--- src/rtl/ex_mdu_if.sv ---
// ex_mdu_if: request/response bundle between the ID/EX register, the
// multiply/divide unit and the EX/MEM register.
//   Request  : i_valid, o_ready, i_op, i_rs1_data, i_rs2_data, i_rd_idx
//   Control  : i_flush (redirect kill), o_busy (pipeline stall)
//   Response : o_valid, i_ready, o_result, o_rd_idx
// Signal names keep the unit-side direction prefixes.
// slave  = the MDU.
// master = the pipeline driving it.
interface ex_mdu_if #(
  parameter int XLEN    = 64,
  parameter int RADDR_W = 5
);
  logic               i_valid;
  logic               o_ready;
  logic [3:0]         i_op;
  logic [XLEN-1:0]    i_rs1_data;
  logic [XLEN-1:0]    i_rs2_data;
  logic [RADDR_W-1:0] i_rd_idx;
  logic               i_flush;
  logic               o_valid;
  logic               i_ready;
  logic [XLEN-1:0]    o_result;
  logic [RADDR_W-1:0] o_rd_idx;
  logic               o_busy;

  modport slave (
    input  i_valid, i_op, i_rs1_data, i_rs2_data, i_rd_idx, i_flush, i_ready,
    output o_ready, o_valid, o_result, o_rd_idx, o_busy
  );

  modport master (
    output i_valid, i_op, i_rs1_data, i_rs2_data, i_rd_idx, i_flush, i_ready,
    input  o_ready, o_valid, o_result, o_rd_idx, o_busy
  );
endinterface

--- src/rtl/ex_mdu.sv ---
// ex_mdu: multi-cycle RV64M multiply/divide unit for the EX stage.
// Ports:
//   clk  : clock
//   rst  : asynchronous active-high reset
//   bus  : ex_mdu_if.slave
//          - request  : i_valid/o_ready, i_op, i_rs1_data, i_rs2_data, i_rd_idx
//          - control  : i_flush, o_busy
//          - response : o_valid/i_ready, o_result, o_rd_idx
// Datapath:
//   - Shift-add multiply, producing a 2*XLEN product.
//   - Restoring divide on magnitudes.
//   - One radix-2 step per cycle.
//   - 64 steps for full-width ops, 32 for W ops.
// Divide by zero and signed overflow finish directly from IDLE.
// Optional macro MDU_FAST_MUL_EN:
//   - Multiplies are computed combinationally at accept.
//   - Multiplies then finish directly from IDLE.
module ex_mdu #(
  parameter int XLEN    = 64,
  parameter int RADDR_W = 5
) (
  input logic   clk,
  input logic   rst,
  ex_mdu_if.slave bus
);
  localparam int CW = $clog2(XLEN);
  localparam logic [1:0] S_IDLE = 2'd0;
  localparam logic [1:0] S_CALC = 2'd1;
  localparam logic [1:0] S_DONE = 2'd2;

  logic [1:0]         r_state;
  logic [CW-1:0]      r_cnt;
  logic [XLEN-1:0]    r_hi, r_lo, r_m, r_result;
  logic [RADDR_W-1:0] r_rd;
  logic               r_div, r_w, r_rem, r_hisel, r_neg;

  // ---------------- request decode (IDLE) ----------------
  logic [3:0]      w_op;
  logic            w_div, w_w, w_rem, w_sa, w_sb, w_a_neg, w_b_neg;
  logic [31:0]     w_a32n, w_b32n;
  logic [XLEN-1:0] w_an, w_bn, w_a_mag, w_b_mag, w_a_sext;
  logic            w_zero, w_ovf, w_special, w_fast;
  logic [XLEN-1:0] w_spec_res, w_fast_res;

  // Reserved encodings 9-11 behave as MUL.
  assign w_op  = (bus.i_op inside {4'd9, 4'd10, 4'd11}) ? 4'd0 : bus.i_op;
  assign w_div = w_op[2];
  assign w_w   = w_op[3];
  assign w_rem = w_op[1];
  // Operand signedness: MULH signed x signed, MULHSU signed x unsigned.
  // Divides: even opcodes are signed.
  assign w_sa  = w_div ? ~w_op[0] : (w_op == 4'd1 || w_op == 4'd2);
  assign w_sb  = w_div ? ~w_op[0] : (w_op == 4'd1);

  assign w_a_neg = w_sa & (w_w ? bus.i_rs1_data[31] : bus.i_rs1_data[XLEN-1]);
  assign w_b_neg = w_sb & (w_w ? bus.i_rs2_data[31] : bus.i_rs2_data[XLEN-1]);
  assign w_a32n  = 32'd0 - bus.i_rs1_data[31:0];
  assign w_b32n  = 32'd0 - bus.i_rs2_data[31:0];
  assign w_an    = '0 - bus.i_rs1_data;
  assign w_bn    = '0 - bus.i_rs2_data;

  assign w_a_mag = w_w ? {{(XLEN-32){1'b0}}, (w_a_neg ? w_a32n : bus.i_rs1_data[31:0])}
                       : (w_a_neg ? w_an : bus.i_rs1_data);
  assign w_b_mag = w_w ? {{(XLEN-32){1'b0}}, (w_b_neg ? w_b32n : bus.i_rs2_data[31:0])}
                       : (w_b_neg ? w_bn : bus.i_rs2_data);
  assign w_a_sext = {{(XLEN-32){bus.i_rs1_data[31]}}, bus.i_rs1_data[31:0]};

  assign w_zero = w_w ? (bus.i_rs2_data[31:0] == 32'd0) : (bus.i_rs2_data == '0);
  assign w_ovf  = w_div & ~w_op[0] &
                  (w_w ? (bus.i_rs1_data[31:0] == 32'h8000_0000 && bus.i_rs2_data[31:0] == '1)
                       : (bus.i_rs1_data == {1'b1, {(XLEN-1){1'b0}}} && bus.i_rs2_data == '1));
  assign w_special = w_div & (w_zero | w_ovf);

  // Divide-by-zero takes priority; both operands cannot trigger both cases.
  always_comb begin
    w_spec_res = '0;
    if (w_zero)     w_spec_res = w_rem ? (w_w ? w_a_sext : bus.i_rs1_data) : '1;
    else if (w_ovf) w_spec_res = w_rem ? '0 : (w_w ? w_a_sext : bus.i_rs1_data);
  end

`ifdef MDU_FAST_MUL_EN
  logic [2*XLEN-1:0] w_prod_f;
  // Sign-extend each operand to 2*XLEN per its signedness.
  // The modular product then carries the correct signed high half.
  assign w_prod_f = {{XLEN{w_sa & bus.i_rs1_data[XLEN-1]}}, bus.i_rs1_data} *
                    {{XLEN{w_sb & bus.i_rs2_data[XLEN-1]}}, bus.i_rs2_data};
  assign w_fast     = ~w_div;
  assign w_fast_res = w_w ? {{(XLEN-32){w_prod_f[31]}}, w_prod_f[31:0]}
                    : (w_op == 4'd0 ? w_prod_f[XLEN-1:0] : w_prod_f[2*XLEN-1:XLEN]);
`else
  assign w_fast     = 1'b0;
  assign w_fast_res = '0;
`endif

  // ---------------- iteration step (CALC) ----------------
  logic [XLEN:0]   w_msum, w_dsh;
  logic [XLEN-1:0] w_ddiff, w_hi_n, w_lo_n;
  logic            w_dge;

  // Multiply: {hi,lo} shifts right, so the multiplier bits leave lo.
  // The product bits fill in from the top.
  assign w_msum  = {1'b0, r_hi} + (r_lo[0] ? {1'b0, r_m} : '0);
  // Divide: {hi,lo} shifts left, so dividend bits move into the remainder.
  // The quotient bits fill lo from the bottom.
  assign w_dsh   = {r_hi, r_lo[XLEN-1]};
  assign w_dge   = (w_dsh >= {1'b0, r_m});
  assign w_ddiff = w_dsh[XLEN-1:0] - r_m;
  assign w_hi_n  = r_div ? (w_dge ? w_ddiff : w_dsh[XLEN-1:0]) : w_msum[XLEN:1];
  assign w_lo_n  = r_div ? {r_lo[XLEN-2:0], w_dge} : {w_msum[0], r_lo[XLEN-1:1]};

  // ---------------- result formatting ----------------
  logic [2*XLEN-1:0] w_prod_u, w_prod_s;
  logic [XLEN-1:0]   w_mres, w_dval, w_dres;
  logic [31:0]       w_d32, w_d32s;

  assign w_prod_u = {w_hi_n, w_lo_n};
  assign w_prod_s = r_neg ? ('0 - w_prod_u) : w_prod_u;
  // With 32 steps on a zero-extended multiplier, the 32-bit product lands in lo[63:32].
  assign w_mres   = r_w ? {{(XLEN-32){w_lo_n[XLEN-1]}}, w_lo_n[XLEN-1:XLEN-32]}
                  : (r_hisel ? w_prod_s[2*XLEN-1:XLEN] : w_prod_s[XLEN-1:0]);
  assign w_dval   = r_rem ? w_hi_n : w_lo_n;
  assign w_d32    = w_dval[31:0];
  assign w_d32s   = r_neg ? (32'd0 - w_d32) : w_d32;
  assign w_dres   = r_w ? {{(XLEN-32){w_d32s[31]}}, w_d32s}
                  : (r_neg ? ('0 - w_dval) : w_dval);

  // ---------------- control ----------------
  always_ff @(posedge clk or posedge rst) begin
    if (rst) begin
      r_state  <= S_IDLE;
      r_cnt    <= '0;
      r_hi     <= '0;
      r_lo     <= '0;
      r_m      <= '0;
      r_result <= '0;
      r_rd     <= '0;
      r_div    <= 1'b0;
      r_w      <= 1'b0;
      r_rem    <= 1'b0;
      r_hisel  <= 1'b0;
      r_neg    <= 1'b0;
    end else if (bus.i_flush) begin
      r_state <= S_IDLE;
    end else begin
      case (r_state)
        S_IDLE: if (bus.i_valid) begin
          r_rd    <= bus.i_rd_idx;
          r_div   <= w_div;
          r_w     <= w_w;
          r_rem   <= w_rem;
          r_hisel <= (w_op != 4'd0);
          r_neg   <= (w_div & w_rem) ? w_a_neg : (w_a_neg ^ w_b_neg);
          r_hi    <= '0;
          r_lo    <= w_div ? (w_w ? {w_a_mag[31:0], 32'd0} : w_a_mag) : w_b_mag;
          r_m     <= w_div ? w_b_mag : w_a_mag;
          r_cnt   <= w_w ? CW'(31) : CW'(XLEN-1);
          if (w_special) begin
            r_result <= w_spec_res;
            r_state  <= S_DONE;
          end else if (w_fast) begin
            r_result <= w_fast_res;
            r_state  <= S_DONE;
          end else begin
            r_state <= S_CALC;
          end
        end
        S_CALC: begin
          r_hi <= w_hi_n;
          r_lo <= w_lo_n;
          if (r_cnt == '0) begin
            r_result <= r_div ? w_dres : w_mres;
            r_state  <= S_DONE;
          end else begin
            r_cnt <= r_cnt - 1'b1;
          end
        end
        S_DONE: if (bus.i_ready) r_state <= S_IDLE;
        default: r_state <= S_IDLE;
      endcase
    end
  end

  assign bus.o_ready  = (r_state == S_IDLE);
  assign bus.o_valid  = (r_state == S_DONE);
  assign bus.o_busy   = (r_state != S_IDLE);
  assign bus.o_result = r_result;
  assign bus.o_rd_idx = r_rd;
endmodule

--- src/flat_wrapper.sv ---
// flat-port wrapper written by rule: the top's interface ports become plain ports
module ex_mdu_flat 
#(
  parameter int XLEN    = 64,
  parameter int RADDR_W = 5
)
  (clk, rst, bus_i_valid, bus_i_op, bus_i_rs1_data, bus_i_rs2_data, bus_i_rd_idx, bus_i_flush, bus_i_ready, bus_o_ready, bus_o_valid, bus_o_result, bus_o_rd_idx, bus_o_busy);
  ex_mdu_if #(.XLEN(XLEN), .RADDR_W(RADDR_W)) bus_i ();
  input logic clk;
  input logic rst;
  input wire logic [$bits(bus_i.i_valid)-1:0] bus_i_valid;
  input wire logic [$bits(bus_i.i_op)-1:0] bus_i_op;
  input wire logic [$bits(bus_i.i_rs1_data)-1:0] bus_i_rs1_data;
  input wire logic [$bits(bus_i.i_rs2_data)-1:0] bus_i_rs2_data;
  input wire logic [$bits(bus_i.i_rd_idx)-1:0] bus_i_rd_idx;
  input wire logic [$bits(bus_i.i_flush)-1:0] bus_i_flush;
  input wire logic [$bits(bus_i.i_ready)-1:0] bus_i_ready;
  output wire logic [$bits(bus_i.o_ready)-1:0] bus_o_ready;
  output wire logic [$bits(bus_i.o_valid)-1:0] bus_o_valid;
  output wire logic [$bits(bus_i.o_result)-1:0] bus_o_result;
  output wire logic [$bits(bus_i.o_rd_idx)-1:0] bus_o_rd_idx;
  output wire logic [$bits(bus_i.o_busy)-1:0] bus_o_busy;
  assign bus_i.i_valid = bus_i_valid;
  assign bus_i.i_op = bus_i_op;
  assign bus_i.i_rs1_data = bus_i_rs1_data;
  assign bus_i.i_rs2_data = bus_i_rs2_data;
  assign bus_i.i_rd_idx = bus_i_rd_idx;
  assign bus_i.i_flush = bus_i_flush;
  assign bus_i.i_ready = bus_i_ready;
  assign bus_o_ready = bus_i.o_ready;
  assign bus_o_valid = bus_i.o_valid;
  assign bus_o_result = bus_i.o_result;
  assign bus_o_rd_idx = bus_i.o_rd_idx;
  assign bus_o_busy = bus_i.o_busy;
  ex_mdu #(.XLEN(XLEN), .RADDR_W(RADDR_W)) u_core (.clk(clk), .rst(rst), .bus(bus_i));
endmodule
--- config.mk ---
export PLATFORM = sky130hd
export DESIGN_NAME = ex_mdu_flat
export DESIGN_NICKNAME = d
export VERILOG_FILES = /design/src/rtl/ex_mdu_if.sv /design/src/rtl/ex_mdu.sv /design/src/flat_wrapper.sv
export SDC_FILE = /design/constraint.sdc
export NUM_CORES = 2
export LEC_CHECK = 0
export ABC_AREA = 1
export BUFFER_PORTS_ARGS = -buffer_cell sky130_fd_sc_hd__buf_2
export CAP_MARGIN = 20
export CELL_PAD_IN_SITES_DETAIL_PLACEMENT = 0
export CELL_PAD_IN_SITES_GLOBAL_PLACEMENT = 1
export CORE_MARGIN = 10
export CORE_UTILIZATION = 39
export CTS_BUF_LIST = sky130_fd_sc_hd__clkbuf_16
export CTS_CLUSTER_DIAMETER = 100
export DETAILED_ROUTE_END_ITERATION = 6
export PLACE_DENSITY_LB_ADDON = 0.1
export SETUP_SLACK_MARGIN = 0.4
export SLEW_MARGIN = 10
export SYNTH_ARGS = -nofsm -noshare
export SYNTH_HDL_FRONTEND = slang
export SYNTH_SLANG_ARGS = --single-unit
--- constraint.sdc ---
create_clock -name clk -period 9 [get_ports clk]
set_clock_uncertainty 0.15 [all_clocks]
set_input_delay 0.9 -clock clk [delete_from_list [all_inputs] [get_ports clk]]
set_output_delay 0.9 -clock clk [all_outputs]
set_load 0.02 [all_outputs]
==> results.rst <==
.. list-table::
   :header-rows: 1

   * - Metric
     - Value
   * - TritonCTS clock tree
     - built
   * - Grt ovf
     - 0
   * - Total negative slack for setup checks
     - 0 ns
   * - Worst setup path class
     - register to register
   * - HPWL Detailed
     - 228 mm
   * - Via total after detailed routing
     - 54900
   * - Worst path setup slack after routing
     - approximately 1.1 ns
   * - Cell at the slowest stage of the critical path
     - sky130_fd_sc_hd__nor3_1
   * - Placed Cells incl. Taps
     - 8822
   * - Clk buf depth
     - 3
   * - Total detailed-routing wirelength
     - 279 mm
   * - Compound-Gate Fraction of Synth Area
     - 0.179
   * - Layout cells sized above 1
     - 0.0680
   * - Adder-Cell Fraction of Synth Area
     - 0.0431
   * - Cell chosen for the clock root
     - sky130_fd_sc_hd__clkbuf_16
   * - # Post-CTS Setup Buffers
     - 0
   * - Routed length per placed instance
     - 31.3 um
   * - Launching element type of the critical path
     - register
   * - DRC Markers
     - 30
   * - Pin count of the biggest net entering global routing
     - 165
   * - Slowest cell delay on critical path
     - 0.62 ns
   * - Total Power
     - between 20 and 25 mW
   * - H-tree levels
     - 2
   * - Async set-or-reset flop fraction in the synthesized netlist
     - 1.00
   * - Synth unique cells
     - 65
   * - Average footprint of a synthesized cell
     - approximately 5.4 um2
   * - Shortest period the worst path allows
     - between 7 and 8 ns
   * - Final hold viol count
     - 0
   * - Crit-path most repeated cell
     - sky130_fd_sc_hd__nand2_1
   * - Mux share of post-synthesis cell area
     - 0
   * - Clk Latency, worst-skew pair
     - 0.65 ns
   * - Static power due to leakage
     - 22.8 nW
   * - Critical path's top delay family
     - simple AND/OR/NAND/NOR gates
   * - FF-to-FF setup slack
     - 1.12 ns
   * - Number of synthesized register bits
     - 274
   * - Main synth FF type
     - sky130_fd_sc_hd__dfrtp_1
   * - Die outline height
     - roughly 340 um
   * - Vias per Instance
     - between 6 and 7
   * - Starting density of the core
     - 0.394
   * - Final nets
     - 7779
   * - Pre-CTS WS
     - approximately 1.8 ns
   * - Number of ports placed on the die boundary
     - 214
   * - Number of max-slew violations in the final report
     - 0
   * - Power per unit of standard cell area
     - ~480 nW/um2
   * - Initial antenna violation count
     - 14
   * - Required time of the worst setup path
     - around 9.4 ns
   * - Synth Area in Simple Gates
     - 0.448
   * - Number of buffer and inverter stages on the critical path
     - 2
   * - Count of hold-fix buffers inserted at cts
     - 0
   * - Synth-to-layout area growth
     - 9.29%
   * - Die span in x
     - roughly 340 um
   * - Unrepaired setup endpoints after global routing
     - no
   * - Wire length of the first global-routing pass
     - around 380 mm
   * - Slew at the pin with the worst max-slew slack
     - about 1.3 ns
   * - Fin crit share
     - 0.876
   * - Worst Hold Margin
     - 0.173 ns
   * - Number of optimization iterations in the first detailed-route pass
     - 7
   * - Status
     - complete, but fails checks
   * - Total setup violations reported at the end of the flow
     - 0
   * - Library cell occupying the most area in the post-synthesis netlist
     - sky130_fd_sc_hd__nand2_1
   * - Achievable clock frequency
     - 0.127 GHz
   * - DRC violation total after the first TritonRoute iteration
     - about 9000
   * - VDD IR max
     - 0.211 mV
   * - Sequential cell area fraction in the yosys report
     - 0.171
   * - Worst Path Arrival
     - 8.24 ns
   * - Clock-pin slew on the worst setup and hold paths
     - 0.06 ns
   * - Violations in the final reports
     - design-rule violations
   * - Biggest area contributors in the synthesized netlist
     - sky130_fd_sc_hd__nand2_1 21%, sky130_fd_sc_hd__dfrtp_1 17%, sky130_fd_sc_hd__inv_1 10%, sky130_fd_sc_hd__nor2_1 8.8%, sky130_fd_sc_hd__nand3_1 7.9%
   * - Number of sinks driven by the clock tree
     - 274
   * - Largest family of logic cells by synthesized area
     - simple AND/OR/NAND/NOR gates
   * - Tightest slew margin relative to the limit
     - 0.133
   * - Row count
     - 117
   * - Critical Path End Type
     - register
   * - Tightest Hold Check Type
     - primary input to async pin
   * - Global router's overall resource usage
     - 0.457
   * - Via count of the first global-routing pass
     - 50400
   * - Post-cts resize count
     - 0
   * - Num CTS Buffers
     - a little over 40
   * - Max-cap violations
     - 0
   * - Port bufs
     - 213
   * - Biggest fanout along the worst timing path
     - 40
   * - Cells after Synth
     - 7426
   * - Global placement routability congestion
     - around 1.1
   * - Residual antenna-violating net count after detailed routing
     - 0
   * - Area share of xor/xnor cells in the synthesized design
     - 0.0238
   * - Synth Warn #
     - 0
   * - Post-synth EDFFs
     - 0
   * - Full die area
     - ~120000 um2
   * - Syn_nets
     - 7705
   * - Area of the mapped netlist
     - 40100 um2
   * - Non-filler instance count after layout
     - 8906
   * - Core outline area
     - 102000 um2
   * - Share of the synthesized area in the top cell type
     - 0.209
==> state kept, by name, indices dropped and copies added (netlist names) <==
signal               count
u_core.r_w               1
u_core.bus.o_rd_idx      5
u_core.bus.o_result     64
u_core.r_hi             64
u_core.r_hisel           1
u_core.r_lo             64
u_core.r_rem             1
u_core.r_cnt             6
u_core.r_div             1
u_core.r_state           2
u_core.r_m              64
u_core.r_neg             1
==> layer usage <==
layer	vias to the layer above	track usage	wire, um	part of all wire
met5	-	0	38	0.00014
met4	6	0.387	30000	0.11
met3	1119	0.139	35300	0.13
met2	4159	0.690	116000	0.42
met1	25400	0.524	97400	0.35
li1	24200	-	-	-
==> kinds of logic (layout without fill, tap and decap cells) <==
kind of cell	Yosys count	after routing
DFF	274	274
adders and majority gates	137	137
other	0	8
and+or+nand+nor	4243	4243
AOI/OAI and AO/OA	1282	1282
buffers and inverters	1381	1485
xor gates and xnor gates	109	109
==> worst paths after layout <==
check,start,to,cells past startpoint
min in group clk,u_core.bus.o_rd_idx[4],u_core.bus.o_rd_idx[4],2
min,rst,u_core.r_state[0],2
max in group asynchronous,rst,u_core.bus.o_result[59],4
min reg2reg,u_core.bus.o_rd_idx[4],u_core.bus.o_rd_idx[4],2
max reg2reg,u_core.r_m[60],u_core.bus.o_result[32],32
max,u_core.r_m[60],u_core.bus.o_result[32],32
==> cells in the final DEF (no fill, tap or decap), types with 12 or more instances in the layout <==
cell,count
sky130_fd_sc_hd__buf_2,213
sky130_fd_sc_hd__nand2_2,18
sky130_fd_sc_hd__nor3_1,84
sky130_fd_sc_hd__o22ai_1,53
sky130_fd_sc_hd__o211ai_1,64
sky130_fd_sc_hd__nand2_1,2229
sky130_fd_sc_hd__a31oi_1,25
sky130_fd_sc_hd__nor2_1,931
sky130_fd_sc_hd__ha_1,135
sky130_fd_sc_hd__o21ai_0,491
sky130_fd_sc_hd__nor2_2,36
sky130_fd_sc_hd__nand4_1,175
sky130_fd_sc_hd__inv_1,1086
sky130_fd_sc_hd__xnor2_1,16
sky130_fd_sc_hd__buf_4,94
sky130_fd_sc_hd__clkbuf_16,41
sky130_fd_sc_hd__xor2_1,93
sky130_fd_sc_hd__clkinv_1,12
sky130_fd_sc_hd__nor4_1,25
sky130_fd_sc_hd__nand3_1,632
sky130_fd_sc_hd__dfrtp_1,269
sky130_fd_sc_hd__o221ai_1,69
sky130_fd_sc_hd__o21ai_1,43
sky130_fd_sc_hd__nand3_2,13
sky130_fd_sc_hd__or2_2,15
sky130_fd_sc_hd__a21oi_1,452
sky130_fd_sc_hd__o21bai_1,23
sky130_fd_sc_hd__nand3b_1,48
==> synth_stat cells, types with 15 or more instances <==
library cell	number
sky130_fd_sc_hd__nor4_1	25
sky130_fd_sc_hd__o21bai_1	23
sky130_fd_sc_hd__nand3b_1	48
sky130_fd_sc_hd__o21ai_1	39
sky130_fd_sc_hd__buf_2	37
sky130_fd_sc_hd__o221ai_1	69
sky130_fd_sc_hd__xor2_1	93
sky130_fd_sc_hd__nor2_2	34
sky130_fd_sc_hd__nor2_1	939
sky130_fd_sc_hd__nand4_1	175
sky130_fd_sc_hd__clkbuf_1	176
sky130_fd_sc_hd__buf_1	45
sky130_fd_sc_hd__nand2_1	2229
sky130_fd_sc_hd__inv_1	1085
sky130_fd_sc_hd__a31oi_1	25
sky130_fd_sc_hd__or2_2	15
sky130_fd_sc_hd__ha_1	135
sky130_fd_sc_hd__a21oi_1	453
sky130_fd_sc_hd__buf_6	19
sky130_fd_sc_hd__xnor2_1	16
sky130_fd_sc_hd__dfrtp_1	274
sky130_fd_sc_hd__nand2_2	18
sky130_fd_sc_hd__nand3_1	632
sky130_fd_sc_hd__o21ai_0	495
sky130_fd_sc_hd__nor3_1	84
sky130_fd_sc_hd__o22ai_1	53
sky130_fd_sc_hd__o211ai_1	64
==> metrics by stage <==
| step | utilization | cell area, um2 |
|---|---|---|
| after floorplan | - | 40100 |
| after CTS | 0.429 | 43800 |
| final | 0.430 | 43800 |
| after detailed placement | 0.417 | 42400 |
| after global routing | 0.430 | 43800 |
| after global placement | 0.416 | 42400 |
==> layout make-up <==
cell class | count | area (um2)
Tap cell | 1368 | 1710
Inverter | 1100 | 4130
Sequential cell | 274 | 6870
Fill cell | 11700 | 58100
Clock inverter | 32 | 295
Clock buffer | 41 | 1030
Timing Repair Buffer | 312 | 1860
Multi-Input combinational cell | 5771 | 27900
Antenna cell | 8 | 20.0
==> worst reg2reg max path, delay by kind of cell, from the launching register on <==
| family | cells | cell delay, ns |
|---|---|---|
| compound gates | 5 | 1.27 |
| fa+ha+maj | 2 | 0.60 |
| buf+inv | 2 | 0.78 |
| flops | 1 | 0.43 |
| simple gates | 23 | 4.50 |
==> power breakdown <==
part	total, mW	internal (mW)	switching (mW)
clock network	1.71	0.950	0.759
logic	16.9	3.90	13.0
registers	2.49	1.75	0.739
No activity file was read; power rests on OpenSTA's default activity.
